## src/rtl/fetch_stage_pkg.sv

```systemverilog
// fetch_stage_pkg
//   Shared widths, reset PC, bus layouts and helpers for the instruction-fetch
//   stage of the 5-stage MIPS pipeline.
//
//   Build option: FETCH_ADEL_EN
//     defined   -> fs_ex_bus is 2 bits {adel, bd}; misaligned fetches are flagged.
//     undefined -> fs_ex_bus is 1 bit  {bd}; the PC is trusted to be aligned.
package fetch_stage_pkg;

  localparam int unsigned FsToDsBusWd = 64;
  localparam int unsigned BrBusWd     = 33;

`ifdef FETCH_ADEL_EN
  localparam int unsigned FsExBusWd = 2;
`else
  localparam int unsigned FsExBusWd = 1;
`endif

  // One word before the boot vector so that the first sequential fetch lands on bfc00000.
  localparam logic [31:0] PcResetM4 = 32'hbfbf_fffc;

  // Branch bus from decode, already qualified by decode-valid.
  typedef struct packed {
    logic        is_branch;
    logic        br_taken;
    logic [31:0] br_target;
  } br_bus_t;

  typedef struct packed {
    logic [31:0] inst;
    logic [31:0] pc;
  } fs_to_ds_t;

  // Source of the next fetch address, in falling priority: flush, branch, pending, sequential.
  typedef enum logic [1:0] {
    SrcSeq,
    SrcFlush,
    SrcBranch,
    SrcPend
  } pc_src_e;

  function automatic logic pc_misaligned(input logic [1:0] pc_lo);
    return pc_lo != 2'b00;
  endfunction

endpackage

```

## src/rtl/fetch_stage_if.sv

```systemverilog
// fetch_stage_if
//   IF -> ID handshake bundle plus the branch bus coming back from decode.
//
//   Signals:
//     ds_allowin     decode can accept an instruction this cycle
//     br_bus         {is_branch, br_taken, br_target}
//     fs_to_ds_valid IF holds a valid instruction
//     fs_to_ds_bus   {inst, pc}
//     fs_ex_bus      {adel (only with FETCH_ADEL_EN), bd}
//
//   Modports: master = fetch side (producer), slave = decode side (consumer).
interface fetch_stage_if;
  import fetch_stage_pkg::*;

  logic                   ds_allowin;
  logic [BrBusWd:0]       br_bus;
  logic                   fs_to_ds_valid;
  logic [FsToDsBusWd-1:0] fs_to_ds_bus;
  logic [FsExBusWd-1:0]   fs_ex_bus;

  modport master (
    input  ds_allowin,
    input  br_bus,
    output fs_to_ds_valid,
    output fs_to_ds_bus,
    output fs_ex_bus
  );

  modport slave (
    output ds_allowin,
    output br_bus,
    input  fs_to_ds_valid,
    input  fs_to_ds_bus,
    input  fs_ex_bus
  );

endinterface

```

## src/rtl/fetch_stage_inst_hold_buf.sv

```systemverilog
// inst_hold_buf
//   Holds the instruction returned by the synchronous SRAM while decode is
//   stalled, so the SRAM read port is free to change under a stall.
//
//   Ports:
//     clk, reset  clock; synchronous active-high reset
//     flush       discard any held instruction
//     capture     IF is valid and decode is stalled this cycle
//     release_en  IF -> ID handshake this cycle ("release" is a reserved word)
//     rdata       SRAM read data
//     inst        instruction presented to decode
module inst_hold_buf (
  input  logic        clk,
  input  logic        reset,
  input  logic        flush,
  input  logic        capture,
  input  logic        release_en,
  input  logic [31:0] rdata,
  output logic [31:0] inst
);

  logic        buf_valid_q, buf_valid_d;
  logic [31:0] inst_buf_q, inst_buf_d;

  always_comb begin
    buf_valid_d = buf_valid_q;
    inst_buf_d  = inst_buf_q;
    if (flush || release_en) begin
      buf_valid_d = 1'b0;
    end else if (capture && !buf_valid_q) begin
      // Only the first stalled cycle sees the fresh read data; later cycles may not.
      buf_valid_d = 1'b1;
      inst_buf_d  = rdata;
    end
  end

  always_ff @(posedge clk) begin
    if (reset) begin
      buf_valid_q <= 1'b0;
      inst_buf_q  <= '0;
    end else begin
      buf_valid_q <= buf_valid_d;
      inst_buf_q  <= inst_buf_d;
    end
  end

  assign inst = buf_valid_q ? inst_buf_q : rdata;

endmodule

```

## src/rtl/fetch_stage.sv

```systemverilog
// fetch_stage
//   Instruction-fetch stage of the 5-stage MIPS pipeline. Generates the next
//   PC, drives the synchronous instruction SRAM, holds the returned instruction
//   until decode accepts it, and applies branch (decode) and flush (CP0) redirects.
//
//   Ports:
//     clk, reset       clock; synchronous active-high reset
//     ds_if            fetch_stage_if.master: ds_allowin, br_bus in;
//                      fs_to_ds_valid, fs_to_ds_bus, fs_ex_bus out
//     flush            CP0 exception/eret redirect
//     flush_target     redirect PC on flush
//     inst_sram_en     read request
//     inst_sram_wen    tied 0
//     inst_sram_addr   request address
//     inst_sram_wdata  tied 0
//     inst_sram_rdata  read data, one cycle after the request
//
//   Build option: FETCH_ADEL_EN adds the misaligned-fetch (adel) flag.
module fetch_stage
  import fetch_stage_pkg::*;
(
  input  logic          clk,
  input  logic          reset,
  fetch_stage_if.master ds_if,
  input  logic          flush,
  input  logic [31:0]   flush_target,
  output logic          inst_sram_en,
  output logic [3:0]    inst_sram_wen,
  output logic [31:0]   inst_sram_addr,
  output logic [31:0]   inst_sram_wdata,
  input  logic [31:0]   inst_sram_rdata
);

  br_bus_t     br;
  logic        to_fs_valid;
  logic        fs_allowin;
  logic        br_fire;
  logic        issue;
  logic [31:0] seq_pc;
  logic [31:0] nextpc;
  pc_src_e     pc_src;

  logic        fs_valid_q, fs_valid_d;
  logic [31:0] fs_pc_q, fs_pc_d;
  logic        br_pend_q, br_pend_d;
  logic [31:0] pend_target_q, pend_target_d;

  logic        hold_capture;
  logic        hold_release;
  logic [31:0] hold_inst;
  logic [31:0] inst;
  fs_to_ds_t   out_bus;

  assign br = br_bus_t'(ds_if.br_bus);

  // Pre-IF
  assign to_fs_valid = ~reset;
  assign fs_allowin  = ~fs_valid_q | ds_if.ds_allowin;
  assign br_fire     = br.br_taken & ds_if.ds_allowin;
  // A flush redirects even while decode is stalled; the old IF contents are dropped.
  assign issue       = to_fs_valid & (fs_allowin | flush);
  assign seq_pc      = fs_pc_q + 32'd4;

  always_comb begin
    if (flush) begin
      pc_src = SrcFlush;
    end else if (br_fire && fs_valid_q) begin
      pc_src = SrcBranch;
    end else if (br_pend_q) begin
      pc_src = SrcPend;
    end else begin
      // Also covers a branch firing with no delay slot in IF: the slot is fetched first.
      pc_src = SrcSeq;
    end
  end

  always_comb begin
    unique case (pc_src)
      SrcFlush:  nextpc = flush_target;
      SrcBranch: nextpc = br.br_target;
      SrcPend:   nextpc = pend_target_q;
      SrcSeq:    nextpc = seq_pc;
      default:   nextpc = seq_pc;
    endcase
  end

  always_comb begin
    fs_valid_d    = fs_valid_q;
    fs_pc_d       = fs_pc_q;
    br_pend_d     = br_pend_q;
    pend_target_d = pend_target_q;

    if (issue) begin
      fs_valid_d = 1'b1;
      fs_pc_d    = nextpc;
    end else if (fs_valid_q && ds_if.ds_allowin) begin
      fs_valid_d = 1'b0;
    end

    if (flush) begin
      br_pend_d = 1'b0;
    end else if (issue) begin
      if (br_fire && !fs_valid_q) begin
        // Delay slot is being fetched now; the target goes out on the next request.
        br_pend_d     = 1'b1;
        pend_target_d = br.br_target;
      end else begin
        br_pend_d = 1'b0;
      end
    end
  end

  always_ff @(posedge clk) begin
    if (reset) begin
      fs_valid_q    <= 1'b0;
      fs_pc_q       <= PcResetM4;
      br_pend_q     <= 1'b0;
      pend_target_q <= '0;
    end else begin
      fs_valid_q    <= fs_valid_d;
      fs_pc_q       <= fs_pc_d;
      br_pend_q     <= br_pend_d;
      pend_target_q <= pend_target_d;
    end
  end

  assign hold_capture = fs_valid_q & ~ds_if.ds_allowin;
  assign hold_release = fs_valid_q & ds_if.ds_allowin;

  inst_hold_buf u_inst_hold_buf (
    .clk        (clk),
    .reset      (reset),
    .flush      (flush),
    .capture    (hold_capture),
    .release_en (hold_release),
    .rdata      (inst_sram_rdata),
    .inst       (hold_inst)
  );

`ifdef FETCH_ADEL_EN
  logic adel;

  // A misaligned request is never sent to the SRAM; decode raises AdEL instead.
  assign inst_sram_en    = issue & ~pc_misaligned(nextpc[1:0]);
  assign adel            = pc_misaligned(fs_pc_q[1:0]);
  assign inst            = adel ? 32'h0 : hold_inst;
  assign ds_if.fs_ex_bus = {adel, br.is_branch};
`else
  assign inst_sram_en    = issue;
  assign inst            = hold_inst;
  assign ds_if.fs_ex_bus = br.is_branch;
`endif

  assign inst_sram_wen   = 4'h0;
  assign inst_sram_addr  = nextpc;
  assign inst_sram_wdata = 32'h0;

  assign out_bus.inst          = inst;
  assign out_bus.pc            = fs_pc_q;
  assign ds_if.fs_to_ds_bus    = out_bus;
  assign ds_if.fs_to_ds_valid  = fs_valid_q;

endmodule

```

## src/flat_wrapper.sv

```systemverilog
// flat-port wrapper written by rule: the top's interface ports become plain ports
module fetch_stage_flat import fetch_stage_pkg::*;
  (clk, reset, flush, flush_target, inst_sram_en, inst_sram_wen, inst_sram_addr, inst_sram_wdata, inst_sram_rdata, ds_if_ds_allowin, ds_if_br_bus, ds_if_fs_to_ds_valid, ds_if_fs_to_ds_bus, ds_if_fs_ex_bus);
  fetch_stage_if ds_if_i ();
  input  logic clk;
  input  logic reset;
  input  logic flush;
  input  logic [31:0] flush_target;
  output logic inst_sram_en;
  output logic [3:0] inst_sram_wen;
  output logic [31:0] inst_sram_addr;
  output logic [31:0] inst_sram_wdata;
  input  logic [31:0] inst_sram_rdata;
  input wire logic [$bits(ds_if_i.ds_allowin)-1:0] ds_if_ds_allowin;
  input wire logic [$bits(ds_if_i.br_bus)-1:0] ds_if_br_bus;
  output wire logic [$bits(ds_if_i.fs_to_ds_valid)-1:0] ds_if_fs_to_ds_valid;
  output wire logic [$bits(ds_if_i.fs_to_ds_bus)-1:0] ds_if_fs_to_ds_bus;
  output wire logic [$bits(ds_if_i.fs_ex_bus)-1:0] ds_if_fs_ex_bus;
  assign ds_if_i.ds_allowin = ds_if_ds_allowin;
  assign ds_if_i.br_bus = ds_if_br_bus;
  assign ds_if_fs_to_ds_valid = ds_if_i.fs_to_ds_valid;
  assign ds_if_fs_to_ds_bus = ds_if_i.fs_to_ds_bus;
  assign ds_if_fs_ex_bus = ds_if_i.fs_ex_bus;
  fetch_stage u_core (.clk(clk), .reset(reset), .ds_if(ds_if_i), .flush(flush), .flush_target(flush_target), .inst_sram_en(inst_sram_en), .inst_sram_wen(inst_sram_wen), .inst_sram_addr(inst_sram_addr), .inst_sram_wdata(inst_sram_wdata), .inst_sram_rdata(inst_sram_rdata));
endmodule
```

## config.mk

```make
export PLATFORM = sky130hd
export DESIGN_NAME = fetch_stage_flat
export DESIGN_NICKNAME = d
export VERILOG_FILES = /design/src/rtl/fetch_stage_pkg.sv /design/src/rtl/fetch_stage_if.sv /design/src/rtl/fetch_stage_inst_hold_buf.sv /design/src/rtl/fetch_stage.sv /design/src/flat_wrapper.sv
export SDC_FILE = /design/constraint.sdc
export NUM_CORES = 1
export LEC_CHECK = 0
export ABC_AREA = 1
export CORE_ASPECT_RATIO = 0.8
export CORE_UTILIZATION = 50
export CTS_CLUSTER_SIZE = 25
export DETAILED_ROUTE_END_ITERATION = 12
export DONT_BUFFER_PORTS = 1
export SETUP_SLACK_MARGIN = 0.4
export SYNTH_ARGS = -nofsm -noshare
export SYNTH_HDL_FRONTEND = slang
export SYNTH_SLANG_ARGS = --single-unit
```

## constraint.sdc

```tcl
create_clock -name clk -period 4.6 [get_ports clk]
set_clock_uncertainty 0.2 [all_clocks]
set_input_delay 0.69 -clock clk [delete_from_list [all_inputs] [get_ports clk]]
set_output_delay 0.69 -clock clk [all_outputs]
set_load 0.03 [all_outputs]
```

======== Yosys cells after proc, flatten, opt, wreduce, memory -nomap -nowiden ========
Index checks and enable logic that the tools add are counted.
storage, ports and cells
  memories kept ........................... 0
  output and inout bits ................... 135
  ROM bits ................................ 0
  bits in writable memories ............... 0
  bits of input ports ..................... 102
  latch bits .............................. 0
  word-level logic and storage cells ...... 42
  flip-flop bits (word level) ............. 99
operators by class
  bitwise operators ....................... 11
  equal/unequal tests ..................... 3
  muxes and demuxes ....................... 8
  magnitude comparators ................... 0
  reduce and logical (&&, ||, !) cells .... 13
  $mul .................................... 0
  div/mod/pow operators ................... 0
  shift operators ......................... 0
  $add $sub $neg .......................... 1
operators with widths
  kind                                           count
  case mux 32 bit (4 select lines)               1
  adder 32 x 3 -> 32 bit, second input constant  1
  2-to-1 mux 32 bit                              1
  2-to-1 mux 2 bit                               3
  inverter 1 bit                                 5
  AND 1 bit                                      4
  == test 2 bit, second input constant           2
  logical AND 1 bit                              4
  OR reduction 2 bit                             2
  2-to-1 mux 1 bit                               3
  AND reduction 3 bit                            1
  == test 2 x 1 -> 1 bit, second input constant  1
  zero test 1 bit                                2
  zero test 2 bit                                1
  OR 1 bit                                       2
  AND reduction 2 bit                            1
  nonzero test 2 bit                             1
  logical OR 1 bit                               1

======== Logic depth before layout (Yosys ltp) ========
  depth after elaboration ................. 6
  gate-level depth with buffers ........... 11
  gate-level depth less buffers ........... 11

======== Cells and area by module ========
From an unflattened synthesis, not the netlist that was laid out.
unflattened totals
  cells, all modules ...................... 992
  area total of the unflattened synthesis .. 6339.8 um^2
modules (own cells, without submodules)
  module         instances  cells an instance  area each (um^2)  sequential area each (um^2)
  fetch_stage    1          707                4553.1            1321.3
  inst_hold_buf  1          285                1786.7            660.6

======== Worst setup path before layout ========
OpenSTA, ideal clock, no wires.
  path type ............................... flip-flop to output port
  start point ............................. register u_core.fs_pc_q[2]
  end point ............................... output port inst_sram_addr[16]
  buffers on the path ..................... 0
  stages on the path, launching flop included .. 10
  required time ........................... 3.710 ns
  arrival time ............................ 2.301 ns
  path slack .............................. 1.409 ns
  cells stage by stage .................... dfxtp_1 ha_1 nand3_1 inv_1 nand2_1 inv_1 nand2_1 o21bai_1 nand3_1 a21boi_0
on the way
  cells in the longest elaborated chain, start to end .. 2
RTL lines
  element                           line                RTL
  start: declaration                fetch_stage.sv:44   logic [31:0] fs_pc_q, fs_pc_d;
  start signal: assignment          fetch_stage.sv:116  fs_pc_q <= PcResetM4;
  start signal: assignment          fetch_stage.sv:121  fs_pc_q <= fs_pc_d;
  adder 32 x 3 -> 32 bit            fetch_stage.sv:62   assign seq_pc = fs_pc_q + 32'd4;
  case mux 32 bit (4 select lines)  fetch_stage.sv:78   unique case (pc_src)
  end: declaration                  flat_wrapper.sv:11  output logic [31:0] inst_sram_addr;
Every way passes these cells.

======== Final worst setup path ========
  start point ............................. register u_core.fs_pc_q[2]
  end point ............................... output port inst_sram_addr[22]
The elaborated chain is that of the path after synthesis.

==> out/qor.txt <==
status: finished clean
max-slew violations: 0
most frequent cells in the layout: 259 x nand2_1, 99 x dfxtp_1, 98 x a21oi_1, 94 x o21ai_0, 89 x inv_1
Sink Count: 99
initial antenna violation count: 0
final hold viol count: 0
mapped cell area: 0.00589 mm^2
Worst-path clk slew: 0.07 ns
Longest Clk Path Bufs: 2
clock buffer count from CTS: 9
reg2reg start: u_core.ds_if.fs_to_ds_valid
IO Count: 237
area of the multi-input gates: 0.00320 mm^2
Worst VDD drop: 224 uV
slowest CP cell: dfxtp_1
final setup fails: 0
synth warn: 0
maximum number of pins on one net before global-route repair: 66
Worst Path Max Fanout: 7
worst hold path class: input port to flip-flop
RePlAce Congestion: 0.905
core box area: 0.0115 mm^2
WP buf/inv: 3
Root Buffer: clkbuf_16
Slew @ Worst Pin: 1.01 ns
GRT overflow: 0
CP Class: flip-flop to output pin
setup_tns: 0 ns
post-cts sizing count: 0
synthesis-stage register bit count: 99
DR vias/cell: 5.55
commonest non-fill, non-tap cell in the layout: nand2_1
share of layout cells above drive strength 1: 0.0598
total track usage: 0.301
Cell Rows: 35
Post-synth EDFFs: 0
ys async rst share: 0
number of global-route vias before repair: 5307
FILL cells: 1174
clk_lat worst skew: 0.35 ns
TritonRoute pass-1 iters: 5
Leakage: 2.69 nW
first-pass GRT wire length: 28100 um
H-tree levels: 3
Worst path max stage delay: 0.68 ns
DP HPWL: 13200 um
Worst Setup End Kind: output pin
crit path launch: u_core.fs_pc_q[2]
sequential fraction of the synthesis area: 0.336
Starting Density: 0.512
Area Overhead vs Synth: 4.65%
RSZ-0062 raised after global routing: no
Crit path max-delay family: flip-flops
Setup Fix Bufs, Post-CTS: 0
Synth Instances: 937
headroom to the max-slew limit: 0.317
DRC viols: 0
Mean Syn Cell Area: 6.29 um^2
nets: 1017
CP Cell Sequence: ha_1 > nand3_1 > inv_1 > nand2_1 > inv_1 > nand2_1 > o21bai_1 > nand3_1 > a21boi_0 > buf_4
DR WL/cell: 17.0 um
Post-Place Worst Slack: 1.15 ns
vias: 5917
prevailing post-synth register cell: dfxtp_1
CTS tree: built
Max-cap violations: 0
DIE WIDTH: 123 um
ANT nets after route: 0
Crit path arrival time: 2.87 ns
diode count: 0
fmax: 0.266 GHz
CTS Hold Bufs: 0
drt total wl: 18100 um
Unique masters post-synth: 32
setup ws final: 0.839 ns
WP data required: 3.71 ns
die height: 99.1 um
IO buf count: 0
startpoint types: flip-flop
HP Start: reset
die footprint: 0.0122 mm^2
Register Area: 0.00198 mm^2
P per Cell Area: 377 mW/mm^2
Tcrit/Tclk final: 0.818
number of DRC markers in iteration 0: 487
Final Critical Period: 3.76 ns
==> sequential cells by signal (all words and copies together) (netlist names) <==
register,cells
u_core.u_inst_hold_buf.inst_buf_q,32
u_core.u_inst_hold_buf.buf_valid_q,1
u_core.ds_if.fs_to_ds_valid,1
u_core.br_pend_q,1
u_core.pend_target_q,32
u_core.fs_pc_q,32
==> metal layers <==
metal / GRT usage / wire length [um] / up-vias
met1: 0.436 / 8330 / 2682
met4: 0.0880 / 271 / 0
met5: 0 / 0 / -
met3: 0.0900 / 2070 / 23
li1: - / - / 2935
met2: 0.425 / 7440 / 277
==> power breakdown <==
part | total (W) | switching (W) | internal [W]
Sequential | 0.00102 | 0.000118 | 0.000903
Clock | 0.000822 | 0.000344 | 0.000478
Combinational | 0.000485 | 0.000369 | 0.000116
==> worst paths after layout <==
| path | slack (ns) | endpoint | depth (start not counted) |
|---|---|---|---|
| setup / recovery | 0.84 | inst_sram_addr[22] | 10 |
| hold / removal | 0.21 | u_core.pend_target_q[12] | 1 |
| setup reg to reg | 1.60 | u_core.u_inst_hold_buf.inst_buf_q[22] | 8 |
| hold reg to reg | 0.25 | u_core.u_inst_hold_buf.inst_buf_q[26] | 2 |
==> worst register-to-register path: stages (launching register included) <==
cell     delay, ns
dfxtp_1       0.59
inv_1         0.11
nor2_1        0.18
nand2_2       0.44
inv_2         0.60
nand2_1       0.10
buf_4         0.30
o21ai_0       0.30
a21oi_1       0.06
==> through the flow <==
step | area, um^2 | hold slack [ns] | power, W | utilization | instances
2_1_floorplan | 6020 | 0.224 | 0.00144 | - | 972
3_3_place_gp | 5850 | 0.233 | 0.00151 | 0.508 | 1051
3_5_place_dp | 5850 | 0.238 | 0.00152 | 0.508 | 1051
4_1_cts | 6170 | 0.197 | 0.00234 | 0.535 | 1067
5_1_grt | 6170 | 0.192 | 0.00244 | 0.535 | 1067
6_report | 6170 | 0.210 | 0.00233 | 0.535 | 1067
==> synthesized netlist by cell type, types with 3 or more instances <==
cell,instances,area share
a21boi_0,12,0.015
a21oi_1,98,0.083
buf_1,5,0.0032
buf_2,14,0.012
buf_4,38,0.048
clkbuf_1,29,0.018
dfxtp_1,99,0.34
inv_1,89,0.057
nand2_1,259,0.16
nand3_1,84,0.071
nand4_1,14,0.015
nor2_1,52,0.033
o2111ai_1,3,0.0045
o211ai_1,8,0.010
o21ai_0,94,0.080
o21bai_1,7,0.0089
or2_2,13,0.014
==> layout make-up <==
| class | instances | area share |
|---|---|---|
| clock buffers | 10 | 0.0371 |
| clock inverters | 6 | 0.0142 |
| inverters | 92 | 0.0560 |
| multi-input cells | 694 | 0.519 |
| flip-flops and latches | 99 | 0.321 |
| well taps | 148 | 0.0300 |
| repair buffers | 18 | 0.0219 |
==> cell families (layout without fill, tap and decap cells) <==
kind of cell,after synthesis,in the layout,share of synthesized area
buf+inv,179,126,0.142
xor+xnor,2,2,0.00297
flops,99,99,0.336
other cells,1,36,0.000636
fa+ha+maj,1,1,0.00212
simple gates,430,430,0.310
compound gates,225,225,0.206
Power figures use the tool's default switching activity.
